<file path="src/rtl/avr_cpu_stack_ctrl.sv">
// avr_cpu_stack_ctrl: parametrised hardware return stack.
// Circular buffer of DEPTH entries with a registered top-of-stack output,
// fill count, full/empty decode and sticky overflow/underflow flags.
// WRAP selects the full-stack policy: reject the push, or overwrite the oldest entry.
module avr_cpu_stack_ctrl #(
    parameter int WIDTH = 16,
    parameter int DEPTH = 8,
    parameter int WRAP  = 0
) (
    input  logic                         clk,
    input  logic                         rst_n,
    input  logic                         push,
    input  logic                         pop,
    input  logic [WIDTH-1:0]             din,
    input  logic                         clear_err,
    output logic [WIDTH-1:0]             dout,
    output logic [$clog2(DEPTH+1)-1:0]   count,
    output logic                         empty,
    output logic                         full,
    output logic                         overflow,
    output logic                         underflow
);

    localparam int CW = $clog2(DEPTH + 1);
    localparam int PW = $clog2(DEPTH);

    logic [WIDTH-1:0] mem [DEPTH];

    logic [PW-1:0]    tp;
    logic [PW-1:0]    tp_inc;
    logic [PW-1:0]    tp_dec;
    logic [PW-1:0]    tp_nxt;
    logic [PW-1:0]    wr_addr;
    logic             wr_en;
    logic [CW-1:0]    count_nxt;
    logic [WIDTH-1:0] dout_nxt;
    logic             ovf_set;
    logic             unf_set;

    assign empty = (count == '0);
    assign full  = (count == CW'(DEPTH));

    // Neighbouring top-pointer values; the pointer wraps at DEPTH-1 so any DEPTH works.
    always_comb begin
        tp_inc = (tp == PW'(DEPTH - 1)) ? '0 : tp + 1'b1;
        tp_dec = (tp == '0) ? PW'(DEPTH - 1) : tp - 1'b1;
    end

    // Next-state decision from the pre-edge state; push+pop on an empty stack acts as a push.
    always_comb begin
        tp_nxt    = tp;
        count_nxt = count;
        dout_nxt  = dout;
        wr_en     = 1'b0;
        wr_addr   = tp;
        ovf_set   = 1'b0;
        unf_set   = 1'b0;
        if (push && pop && !empty) begin
            // Replace the top entry in place; legal even when full.
            wr_en    = 1'b1;
            wr_addr  = tp;
            dout_nxt = din;
        end else if (push) begin
            if (!full) begin
                tp_nxt    = tp_inc;
                wr_en     = 1'b1;
                wr_addr   = tp_inc;
                count_nxt = count + 1'b1;
                dout_nxt  = din;
            end else begin
                ovf_set = 1'b1;
                if (WRAP != 0) begin
                    // The slot after the newest entry holds the oldest one, so it is overwritten.
                    tp_nxt   = tp_inc;
                    wr_en    = 1'b1;
                    wr_addr  = tp_inc;
                    dout_nxt = din;
                end
            end
        end else if (pop) begin
            if (empty) begin
                unf_set = 1'b1;
            end else begin
                tp_nxt    = tp_dec;
                count_nxt = count - 1'b1;
                dout_nxt  = (count == CW'(1)) ? '0 : mem[tp_dec];
            end
        end
    end

    // Storage array: never reset, contents are hidden while the stack is empty.
    always_ff @(posedge clk) begin
        if (wr_en) begin
            mem[wr_addr] <= din;
        end
    end

    // Control state, top-of-stack register and sticky error flags.
    always_ff @(posedge clk or negedge rst_n) begin
        if (!rst_n) begin
            tp        <= '0;
            count     <= '0;
            dout      <= '0;
            overflow  <= 1'b0;
            underflow <= 1'b0;
        end else begin
            tp        <= tp_nxt;
            count     <= count_nxt;
            dout      <= dout_nxt;
            overflow  <= ovf_set | (overflow & ~clear_err);
            underflow <= unf_set | (underflow & ~clear_err);
        end
    end

endmodule

</file>
<file path="config.mk">
export PLATFORM = sky130hd
export DESIGN_NAME = avr_cpu_stack_ctrl
export DESIGN_NICKNAME = d
export VERILOG_FILES = /design/src/rtl/avr_cpu_stack_ctrl.sv
export SDC_FILE = /design/constraint.sdc
export NUM_CORES = 1
export LEC_CHECK = 0
export CORE_MARGIN = 1.5
export CORE_UTILIZATION = 49
export CTS_CLUSTER_DIAMETER = 30
export DETAILED_ROUTE_END_ITERATION = 8
export PLACE_DENSITY = 0.77
export SYNTH_ARGS = -nofsm -noshare
export SYNTH_HDL_FRONTEND = slang
export SYNTH_SLANG_ARGS = --single-unit
</file>
<file path="constraint.sdc">
create_clock -name clk -period 6.05 [get_ports clk]
set_input_delay 1.21 -clock clk [delete_from_list [all_inputs] [get_ports clk]]
set_output_delay 1.21 -clock clk [all_outputs]
set_load 0.01 [all_outputs]
</file>
# == Yosys cells after proc, flatten, opt, wreduce, memory -nomap -nowiden ==
# Memories as Yosys holds them, arrays and structs flattened.
# Index checks and enable logic that the tools add are counted.
# totals
ff_bits,25
mem_bits_rw,128
input_bits,21
output_inout_bits,24
elab_cells,63
memories,1
# memory_table
name,depth,width,read_ports,rd_clocked_by_memory_dff,wr,line_no,rtl
mem,8,16,1,0,1,27,logic [WIDTH-1:0] mem [DEPTH];
# op_classes
add_sub_neg,4
eq_ne,7
n_mux,30
n_bitwise,6
reduce_logical,10
# ops
cell,count
$mux 16,6
$mux 3,8
$mux 4,4
$mux 1,12
$ne 3x2->1 const B,2
$reduce_and 3->1,2
$add 4x1->4 const B,1
$eq 4x1->1 const B,1
$eq 4x4->1 const B,1
$logic_not 4->1,1
$ne 2x2->1 const B,2
$reduce_and 4->1,1
$sub 4x1->4 const B,1
$add 3x1->3 const B,1
$eq 3x3->1 const B,1
$logic_not 3->1,1
$reduce_bool 3->1,1
$sub 3x1->3 const B,1
$and 1x1->1,2
$logic_and 1x1->1,2
$not 1->1,2
$or 1x1->1,2
$reduce_bool 2->1,1
$logic_not 1->1,1

# == Longest topological paths before layout ==
# Gate-level depths: netlist of run 1.
# An unclocked memory read counts as a cell.
# depth
depth_word,8
depth_mapped,9
ltp_nobuf,9

# == Least setup slack after synthesis of run 1 ==
# OpenSTA, ideal clock, no wires.
# synth_timing
path_type,input -> register
from,input pop
to,memory mem[0][0] (enable)
t_arrival_ps,2878
path_slack_ps,2784
path_stages,5
n_path_buf,1
path_cell_list,clkbuf_1 -> o21ai_0 -> a221oi_1 -> nand2_1 -> nor2_1
# synth_via
elab_chain_cells,5
# synth_lines
element,line_no,rtl
start: declaration,13,"input logic pop,"
$logic_and 1x1->1 (*) (2 in series),58,if (push && pop && !empty) begin
$mux 1,58,
$mux 1,93,if (wr_en) begin
$mux 1 (implied by the code),94,mem[wr_addr] <= din;
end: declaration,27,
# Mark *: on every way between the ends. The rest lies on a longest branch, timed or not.

# == Worst setup path after layout of run 1 ==
# layout_timing
from,input push
to,memory mem[1][10] (enable)
# layout_via
elab_chain_cells,5
# layout_lines
element,line_no,rtl
start: declaration,12,"input logic push,"
$logic_and 1x1->1 (2 in series),58,
$mux 1,58,
$mux 1,93,
$mux 1 (implied by the code),94,
# Several ways; a longest one is shown, not always the timed one.

==> results of run 1 <==
## Yosys cell counts, drive strengths merged
library cell  count
o21bai            1
xor2              3
a32o              2
or4               1
o22ai            13
a21oi             9
ha                7
nand2b            3
mux2i             5
or3               1
and3b             1
edfxtp          128
o21ai             6
nand4             1
inv               7
nand2            25
clkbuf           11
a221oi            4
a22oi             1
or2               3
and2              2
buf               7
o211ai            1
nor2b             6
o31ai            13
nor3              3
dfrtp            25
mux4             32
mux2              2
nor2             27
a211oi            2
xnor2             1
## logic make-up (layout without fill, tap and decap cells)
family	after synthesis	in the layout	synth area share, %
compound gates	52	52	5.72
buf+inv	25	93	2.09
fa+ha+maj	7	7	1.40
flops	153	153	71.6
simple gates	73	73	5.40
mux	39	39	13.2
xor+xnor	4	4	0.562
## area by class of cell
| type | instances | area, um2 |
|---|---|---|
| clock buffers | 17 | 425 |
| flip-flops and latches | 153 | 4470 |
| repair buffers | 54 | 515 |
| clock inverters | 15 | 164 |
| fillers | 949 | 5060 |
| well taps | 172 | 215 |
| inverters | 7 | 26.3 |
| multi-input cells | 175 | 1640 |
## flip-flops by register name, indices dropped and copies added, names as in the netlist
signal     count
mem          128
dout          16
count          4
tp             3
overflow       1
underflow      1
## worst register-to-register path: stages (launching register included)
cell and delay [ns]:
dfrtp_1 0.47, inv_1 0.08, ha_1 0.23, and3b_1 0.22
a21oi_2 0.36, mux2i_1 0.35, nand2_1 0.12, nor2_1 0.52
buf_4 0.30
## final timing paths
check                                   to  startpoint  depth (start not counted)
worst min register to register     dout[1]     dout[1]                          2
worst min-delay path               dout[1]     dout[1]                          2
max in group asynchronous          dout[1]       rst_n                          2
worst max register to register  mem[1][10]    count[0]                          8
min in group asynchronous         dout[11]       rst_n                          2
worst max-delay path            mem[1][10]        push                          6
## layout by cell type (no fill, tap or decap), drive strengths merged, types with 4 or more instances in the layout
cell and instances:
a21oi 9, a221oi 4, buf 10, clkbuf 17, clkdlybuf4s50 44, clkinv 4, dfrtp 25, edfxtp 128
ha 7, inv 14, mux2i 5, mux4 32, nand2 25, nor2 27, nor2b 6, o21ai 6
o22ai 13, o31ai 13
## where the power goes
group          switching (uW)  internal (uW)  total (uW)
registers                 122           1450        1580
clock network             427            616        1040
logic                     762            657        1420
total                    1310           2730        4040
## metrics by stage
step / hold slack (ns) / std cells / total power [uW] / setup slack (ns) / utilization [%]
final: 0.479 / 593 / 4040 / 2.22 / 59.6
after detailed placement: 0.470 / 561 / 3000 / 1.85 / 54.8
after CTS: 0.484 / 593 / 4060 / 2.24 / 59.6
after global placement: 0.465 / 561 / 2960 / 1.97 / 54.8
after floorplan: 0.514 / 353 / 2540 / 2.78 / -
after global routing: 0.511 / 593 / 4240 / 2.02 / 59.6
## layer usage
layer,up-vias,routed length [um]
met5,-,0
met4,0,254
met3,18,910
met2,137,6440
met1,1713,5230
li1,1517,-
==> results_dict.tcl, run 1 <==
set metrics [dict create \
    cts_buffers 17 \
    post_cts_buffers 0 \
    grtUsageMet1_pct 27.7 \
    clock_sinks 153 \
    cts_resized 0 \
    totalWireLength_mm 12.8 \
    fmax_mhz 261 \
    skew_ns 0.0103 \
    io_buffers 44 \
    ys_warn_count 0 \
    final_hold_viol_count 0 \
    firstDrtPassIters 5 \
    wl_per_cell_um 21.6 \
    cts.clk_slew.worst_paths_ns 0.06 \
    maxSlewViolCount 0 \
    critPathTopFamily "buffers and inverters" \
    grt_pass1_vias 3447 \
    crit_chain "clkdlybuf4s50_1 -> inv_1 -> a21oi_1 -> nand2_1 -> nor2_1 -> buf_4" \
    maxCapViolations 0 \
    ys_top_cells_by_area "edfxtp_1 62%, dfrtp_1 10%, mux4_2 8.7%" \
    clk_latency_ns 0.42 \
    worstSetupPathType "in2reg" \
    via_count 3385 \
    rows 41 \
    clockBufferDepth 2 \
    peakVddDrop_mv 0.273 \
    post-route-period-util_pct 63.2 \
    critPathMaxStageDelay_ns 0.89 \
    initial_core_util_pct 49.8 \
    die_y_um 116 \
    min-delay-path-class "reg2reg" \
    synth_top_area_share_pct 61.6 \
    syn_area_um2 6240 \
    hpwlAfterDp_mm 7.88 \
    grt_max_degree 36 \
    antenna_found_initial 0 \
    final_cell_area_um2 7450 \
    min_period_ns 3.83 \
    drive_gt1_share_pct 17.6 \
    grt_use_total_pct 20.8 \
    synth_cells 353 \
    slowest_stage "clkdlybuf4s50_1" \
    setup_viol_count_final 0 \
    cp-end-kind "flop" \
    drtIter0Drc 417 \
    critPathRequiredTime_ns 6.16 \
    synth_cell_types 41 \
    path_buf_inv 3 \
    worstMarginPinSlew_ns 0.784 \
    worst-path-max-fanout 21 \
    synth_seq_cells 153 \
    grt.busiest_layer "met2" \
    grt_overflow 0 \
    yosysTopAreaCell "edfxtp_1" \
    use_met3_pct 5.28 \
    ant_nets 0 \
    placed_cell_area_um2 6870 \
    syn_area_per_cell_um2 17.7 \
    cts-root-buf "clkbuf_16" \
    nNetsFinal 436 \
    route.detailed.drc 0 \
    core_um2 12500 \
    seq_area_frac_synth_pct 71.6 \
    slew_headroom_pct 47.7 \
    syn_nets 381 \
    p_per_area_nw_per_um2 542 \
    grt_pass1_wl_mm 19.8 \
    r2r_setup_slack_ns 3.08 \
    rsz0062_at_grt "false" \
    gr-usage-met2_pct 33.6 \
    die_area_um2 13400 \
    fin_setup_tns_ns 0 \
    die-width_um 116 \
    status "complete, no violations" \
    leakage_uw 0.00258 \
    cts_tree "built" \
    ctsHoldBuffers 0 \
    critPathLaunchType "input port" \
    htreeDepth 4 \
    antenna-diode-count 0 \
    gp_congestion 0.806 \
    io_pins 45 \
    vias_per_cell 5.71 \
    crit_arrival_ns 3.94 \
    syn2layout_area_growth_pct 19.5 \
]
Power figures use the tool's default switching activity.
==> run 2: changes to the inputs <==
--- a/config.mk
+++ b/config.mk
@@ -9,7 +9,7 @@
 export CORE_UTILIZATION = 49
 export CTS_CLUSTER_DIAMETER = 30
 export DETAILED_ROUTE_END_ITERATION = 8
-export PLACE_DENSITY = 0.77
+export PLACE_DENSITY = 0.8
 export SYNTH_ARGS = -nofsm -noshare
 export SYNTH_HDL_FRONTEND = slang
 export SYNTH_SLANG_ARGS = --single-unit
==> constraint.sdc (replaced) <==
create_clock -name clk -period 3.2 [get_ports clk]
set_input_delay 0.64 -clock clk [delete_from_list [all_inputs] [get_ports clk]]
set_output_delay 0.64 -clock clk [all_outputs]
set_load 0.01 [all_outputs]
==> run 2 against run 1 <==
Net effect:
- sequential share of layout area down 1.0 points
- register-to-register slack worse by 2.5 ns
- cell count up 1.9%
- sequential power up 89%
- combinational power up 94%
- critical path depth unchanged
- non-clock buffer count up 11
- clock power up 110%
- first-iteration DRC count up 5.5%
- clock skew down 0.0039 ns
- hold slack worse by 0.0018 ns
- flip-flop and latch count unchanged
- largest cell class unchanged
==> results_dict.tcl, run 2 (synthesis results as in run 1) <==
set metrics [dict create \
    n_fill_cell 927 \
    reg2reg_to "dout[8]" \
    maxCapViolations 0 \
    syn2layout_area_growth_pct 21.6 \
    dp_slack_ns 0.358 \
    grt_pass1_wl_mm 20.2 \
    route.detailed.drc 0 \
    clock_sinks 153 \
    cts_buffers 17 \
    die_y_um 116 \
    cts_tree "built" \
    drtIter0Drc 440 \
    ff2ff_path_depth 7 \
    worstMarginPinSlew_ns 0.670 \
    drive_gt1_share_pct 19.4 \
    mostFrequentLayoutCells "128 x edfxtp_1, 44 x clkdlybuf4s50_1, 27 x nor2_1" \
    die-width_um 116 \
    grt_overflow 0 \
    grt_use_total_pct 21.5 \
    ant_nets 0 \
    totalWireLength_mm 13.1 \
    hpwlAfterDp_mm 8.03 \
    fmax_mhz 337 \
    antenna-diode-count 0 \
    leakage_uw 0.00266 \
    min_period_ns 2.97 \
    fin_ws_ns 0.230 \
    rsz0062_at_grt "false" \
    status "complete, no violations" \
    clockBufferDepth 2 \
    slew_headroom_pct 55.3 \
    cts_resized 0 \
    cts.clk_slew.worst_paths_ns 0.06 \
    grt_pass1_vias 3513 \
    core_um2 12500 \
    grt_max_degree 27 \
    nNetsFinal 447 \
    fin_setup_tns_ns 0 \
    die_area_um2 13400 \
    min-delay-path-class "reg2reg" \
    gp_congestion 0.842 \
    crit_start "count[0]" \
    ctsHoldBuffers 0 \
    initial_core_util_pct 49.8 \
    cp-end-kind "primary output" \
    min_to "dout[3]" \
    largest_register "mem" \
    critPathLaunchType "flop" \
    cts-root-buf "clkbuf_16" \
    clk_latency_ns 0.42 \
    worst-path-max-fanout 7 \
    final_common_cell "edfxtp_1" \
    crit_top_cell "inv_1" \
    p_per_area_nw_per_um2 1040 \
    rows 41 \
    io_buffers 44 \
    r2r_setup_slack_ns 0.61 \
    hp-start "dout[3]" \
    critPathRequiredTime_ns 2.56 \
    critPathMaxStageDelay_ns 0.56 \
    top_regs "mem x128, dout x16, count x4" \
    setup_viol_count_final 0 \
    htreeDepth 4 \
    final_hold_viol_count 0 \
    worstSetupPathType "reg2out" \
    firstDrtPassIters 6 \
    wl_per_cell_um 21.7 \
    post_cts_buffers 0 \
    maxSlewViolCount 0 \
    crit_arrival_ns 2.33 \
    antenna_found_initial 0 \
    vias_per_cell 5.80 \
    via_count 3501 \
    slowest_stage "clkdlybuf4s50_1" \
    io_pins 45 \
    hold-path-cell-count 2 \
    rr_startpoint "tp[0]" \
    skew_ns 0.00643 \
    post-route-period-util_pct 92.8 \
    peakVddDrop_mv 0.432 \
    crit_chain "inv_1 -> ha_1 -> nand2b_1 -> or2_2 -> inv_1 -> clkdlybuf4s50_1" \
    largest_reg_flops 128 \
]
[run 2: changes by cell type in the layout (fill, tap and decap cells not counted), sizes merged]
| cell | change |
|---|---|
| clkbuf | +2 |
| clkinv | +2 |
| buf | +11 |
| bufinv | +3 |
| inv | -7 |
[run 2: worst max path at each step]
stage	end	slack [ns]	cells after the start
4_1_cts	empty	0.21	6
6_report	empty	0.23	6
3_5_place_dp	mem[4][4]	0.36	7
5_1_grt	empty	0.09	6
2_1_floorplan	mem[0][0]	0.42	6
3_3_place_gp	mem[6][12]	0.40	7
[run 2: stage by stage]
| step | cells | hold slack [ns] | cell area, um2 | util, % | total power (uW) |
|---|---|---|---|---|---|
| final | 604 | 0.477 | 7580 | 60.6 | 7870 |
| after global routing | 604 | 0.499 | 7580 | 60.6 | 8240 |
| after CTS | 604 | 0.483 | 7580 | 60.6 | 7900 |
| after detailed placement | 572 | 0.470 | 6950 | 55.5 | 5720 |
| after global placement | 572 | 0.466 | 6950 | 55.5 | 5640 |
| after floorplan | 353 | 0.344 | 6240 | - | 4810 |
[run 2: per-layer routing]
metal	up-vias	GRT usage, %	wire [um]
li1	1538	-	-
met1	1788	28.2	5340
met5	-	0	0
met2	159	34.4	6590
met4	0	9.02	214
met3	16	6.01	940
[run 2: critical path, delay by kind of cell, from the launching register on]
family                     cells  cell delay (ns)
adders and majority gates      1             0.18
buffers and inverters          3             0.80
DFF                            1             0.46
and+or+nand+nor                2             0.47
[run 2: area by class of cell]
type	instances	area (um2)	area share [%]
clock inverters	13	203	2.67
multi-input cells	175	1640	21.6
inverters	7	26.3	0.346
clock buffers	19	433	5.71
flip-flops and latches	153	4470	58.9
well taps	172	215	2.84
repair buffers	65	598	7.89
[run 2: where the power goes]
group,leakage (uW),switching [uW],internal [uW]
logic,0.000889,1440,1300
clock network,0.000307,763,1380
registers,0.00146,232,2750
==> run 3: changes to the inputs <==
--- a/config.mk
+++ b/config.mk
@@ -9,7 +9,8 @@
 export CORE_UTILIZATION = 49
 export CTS_CLUSTER_DIAMETER = 30
 export DETAILED_ROUTE_END_ITERATION = 8
-export PLACE_DENSITY = 0.8
+export DONT_BUFFER_PORTS = 1
+export PLACE_DENSITY = 0.75
 export SYNTH_ARGS = -nofsm -noshare
 export SYNTH_HDL_FRONTEND = slang
 export SYNTH_SLANG_ARGS = --single-unit
==> run 3 against run 2 <==
Net effect:
- register-to-register slack worse by 0.07 ns
- via count down 8.1%
- non-clock buffer count down 50
- clock skew up 0.00072 ns
- critical path depth grew 2
- critical endpoint is now mem[4][15]
- highest routed layer unchanged
==> results_dict.tcl, run 3 (synthesis results as in run 1) <==
set metrics [dict create \
    status "complete, no violations" \
    leakage_uw 0.00246 \
    rows 41 \
    final_hold_viol_count 0 \
    grt_overflow 0 \
    p_per_area_nw_per_um2 1050 \
    slew_headroom_pct 58.7 \
    die_area_um2 13400 \
    htreeDepth 4 \
    seq_power_share_pct 40.7 \
    grt_pass1_wl_mm 18.7 \
    fin_setup_tns_ns 0 \
    min_period_ns 2.66 \
    initial_core_util_pct 49.8 \
    mostFrequentLayoutCells "128 x edfxtp_1, 27 x nor2_1, 25 x nand2_1, 25 x dfrtp_1, 24 x mux4_2" \
    placed_cell_area_um2 6470 \
    skew_ns 0.00715 \
    drive_gt1_share_pct 20.4 \
    maxSlewViolCount 0 \
    worstSetupPathType "reg2reg" \
    gp_congestion 0.741 \
    pwr-share-clk_pct 29.0 \
    route.detailed.drc 0 \
    min-delay-path-class "in2async" \
    maxCapViolations 0 \
    antenna-diode-count 0 \
    cts-root-buf "clkbuf_16" \
    final_util_pct 57.0 \
    top_regs "mem x128, dout x16, count x4" \
    die_y_um 116 \
    ant_nets 0 \
    final_cell_area_um2 7140 \
    io_pins 45 \
    cts.clk_slew.worst_paths_ns 0.06 \
    cts_resized 0 \
    worst-path-max-fanout 16 \
    critPathRequiredTime_ns 3.30 \
    nNetsFinal 397 \
    grt_pass1_vias 3334 \
    final_common_cell "edfxtp_1" \
    cts_tree "built" \
    peakVddDrop_mv 0.441 \
    power.share.switching_pct 31.1 \
    cts_buffers 17 \
    largest_register "mem" \
    via_count 3217 \
    rsz0062_at_grt "false" \
    drtIter0Drc 324 \
    syn2layout_area_growth_pct 14.4 \
    largest_reg_flops 128 \
    switchingPower_uw 2340 \
    fin_ws_ns 0.537 \
    wl_per_cell_um 21.9 \
    vias_per_cell 5.81 \
    core_um2 12500 \
    antenna_found_initial 0 \
    clockBufferDepth 2 \
    grt_use_total_pct 19.8 \
    io_buffers 0 \
    crit_arrival_ns 2.76 \
    setup_viol_count_final 0 \
    post-route-period-util_pct 83.2 \
    clk_latency_ns 0.42 \
    cp-end-kind "flop" \
    die-width_um 116 \
    totalWireLength_mm 12.1 \
    dp_slack_ns 0.570 \
    hpwlAfterDp_mm 7.33 \
    clock_sinks 153 \
    fmax_mhz 375 \
    grt_max_degree 26 \
    firstDrtPassIters 4 \
    worstMarginPinSlew_ns 0.614 \
    combPwrFrac_pct 30.3 \
    power.internal_uw 5180 \
    critPathLaunchType "flop" \
]
-- run 3: cell count changes in the layout (fill, tap and decap cells not counted) --
cell / before / now
clkdlybuf4s50_1: 44 / 0
clkinv_2: 4 / 0
clkinv_4: 2 / 1
buf_12: 0 / 2
clkinv_1: 0 / 2
clkbuf_1: 2 / 0
clkinvlp_4: 2 / 4
buf_4: 21 / 13
inv_6: 0 / 3
-- run 3: area by class of cell --
cell class                 instances  area, um2
inverter                           7       26.3
multi-input combinational        175       1640
sequential                       153       4470
tap                              172        215
fill                             957       5380
clock inverter                    15        223
timing repair buffer              15        138
clock buffer                      17        425
-- run 3: metal layers --
metal  GRT usage (%)  vias to the layer above  wire, um
met5               0                        -         0
met4            8.70                        0       264
met3            5.81                       23       818
met2            31.0                      112      6110
met1            25.9                     1647      4940
li1                -                     1435         -
-- run 3: critical path, cell delays in order (launching register included) --
cell      delay, ns
dfrtp_1        0.51
inv_1          0.09
ha_1           0.25
nand2b_1       0.20
o21ai_0        0.26
a221oi_1       0.51
nand2_1        0.13
nor2_1         0.10
buf_4          0.29
-- run 3: power groups by stage --
stage	sequential, uW	clock (uW)	combinational [uW]
2_1_floorplan	3010	0	1800
3_3_place_gp	3070	0	2260
3_5_place_dp	3100	0	2300
4_1_cts	3070	2220	2320
5_1_grt	3110	2310	2500
6_report	3060	2180	2280
-- run 3: timing repair --
item | CTS | global route
hold buffers | 1 | 0
hold endpoints to repair | 25 | 0
buffers inserted | 0 | 0
-- run 3: final timing paths --
path | endpoint | startpoint | slack (ns) | depth (start not counted)
max | mem[4][15] | count[0] | 0.54 | 8
min | count[3] | rst_n | 0.04 | 1
max reg2reg | mem[4][15] | count[0] | 0.54 | 8
min reg2reg | dout[0] | dout[0] | 0.55 | 2
max in group asynchronous | dout[0] | rst_n | 3.00 | 1
min in group clk | tp[1] | push | 0.30 | 1
-- run 3: metrics by stage --
| step | hold WS (ns) | power [uW] | std cells |
|---|---|---|---|
| finish | 0.0364 | 7520 | 554 |
| global route | 0.0315 | 7920 | 554 |
| CTS | 0.0263 | 7600 | 554 |
| detailed placement | 0.345 | 5400 | 521 |
| global placement | 0.345 | 5320 | 521 |
| floorplan | 0.344 | 4810 | 353 |
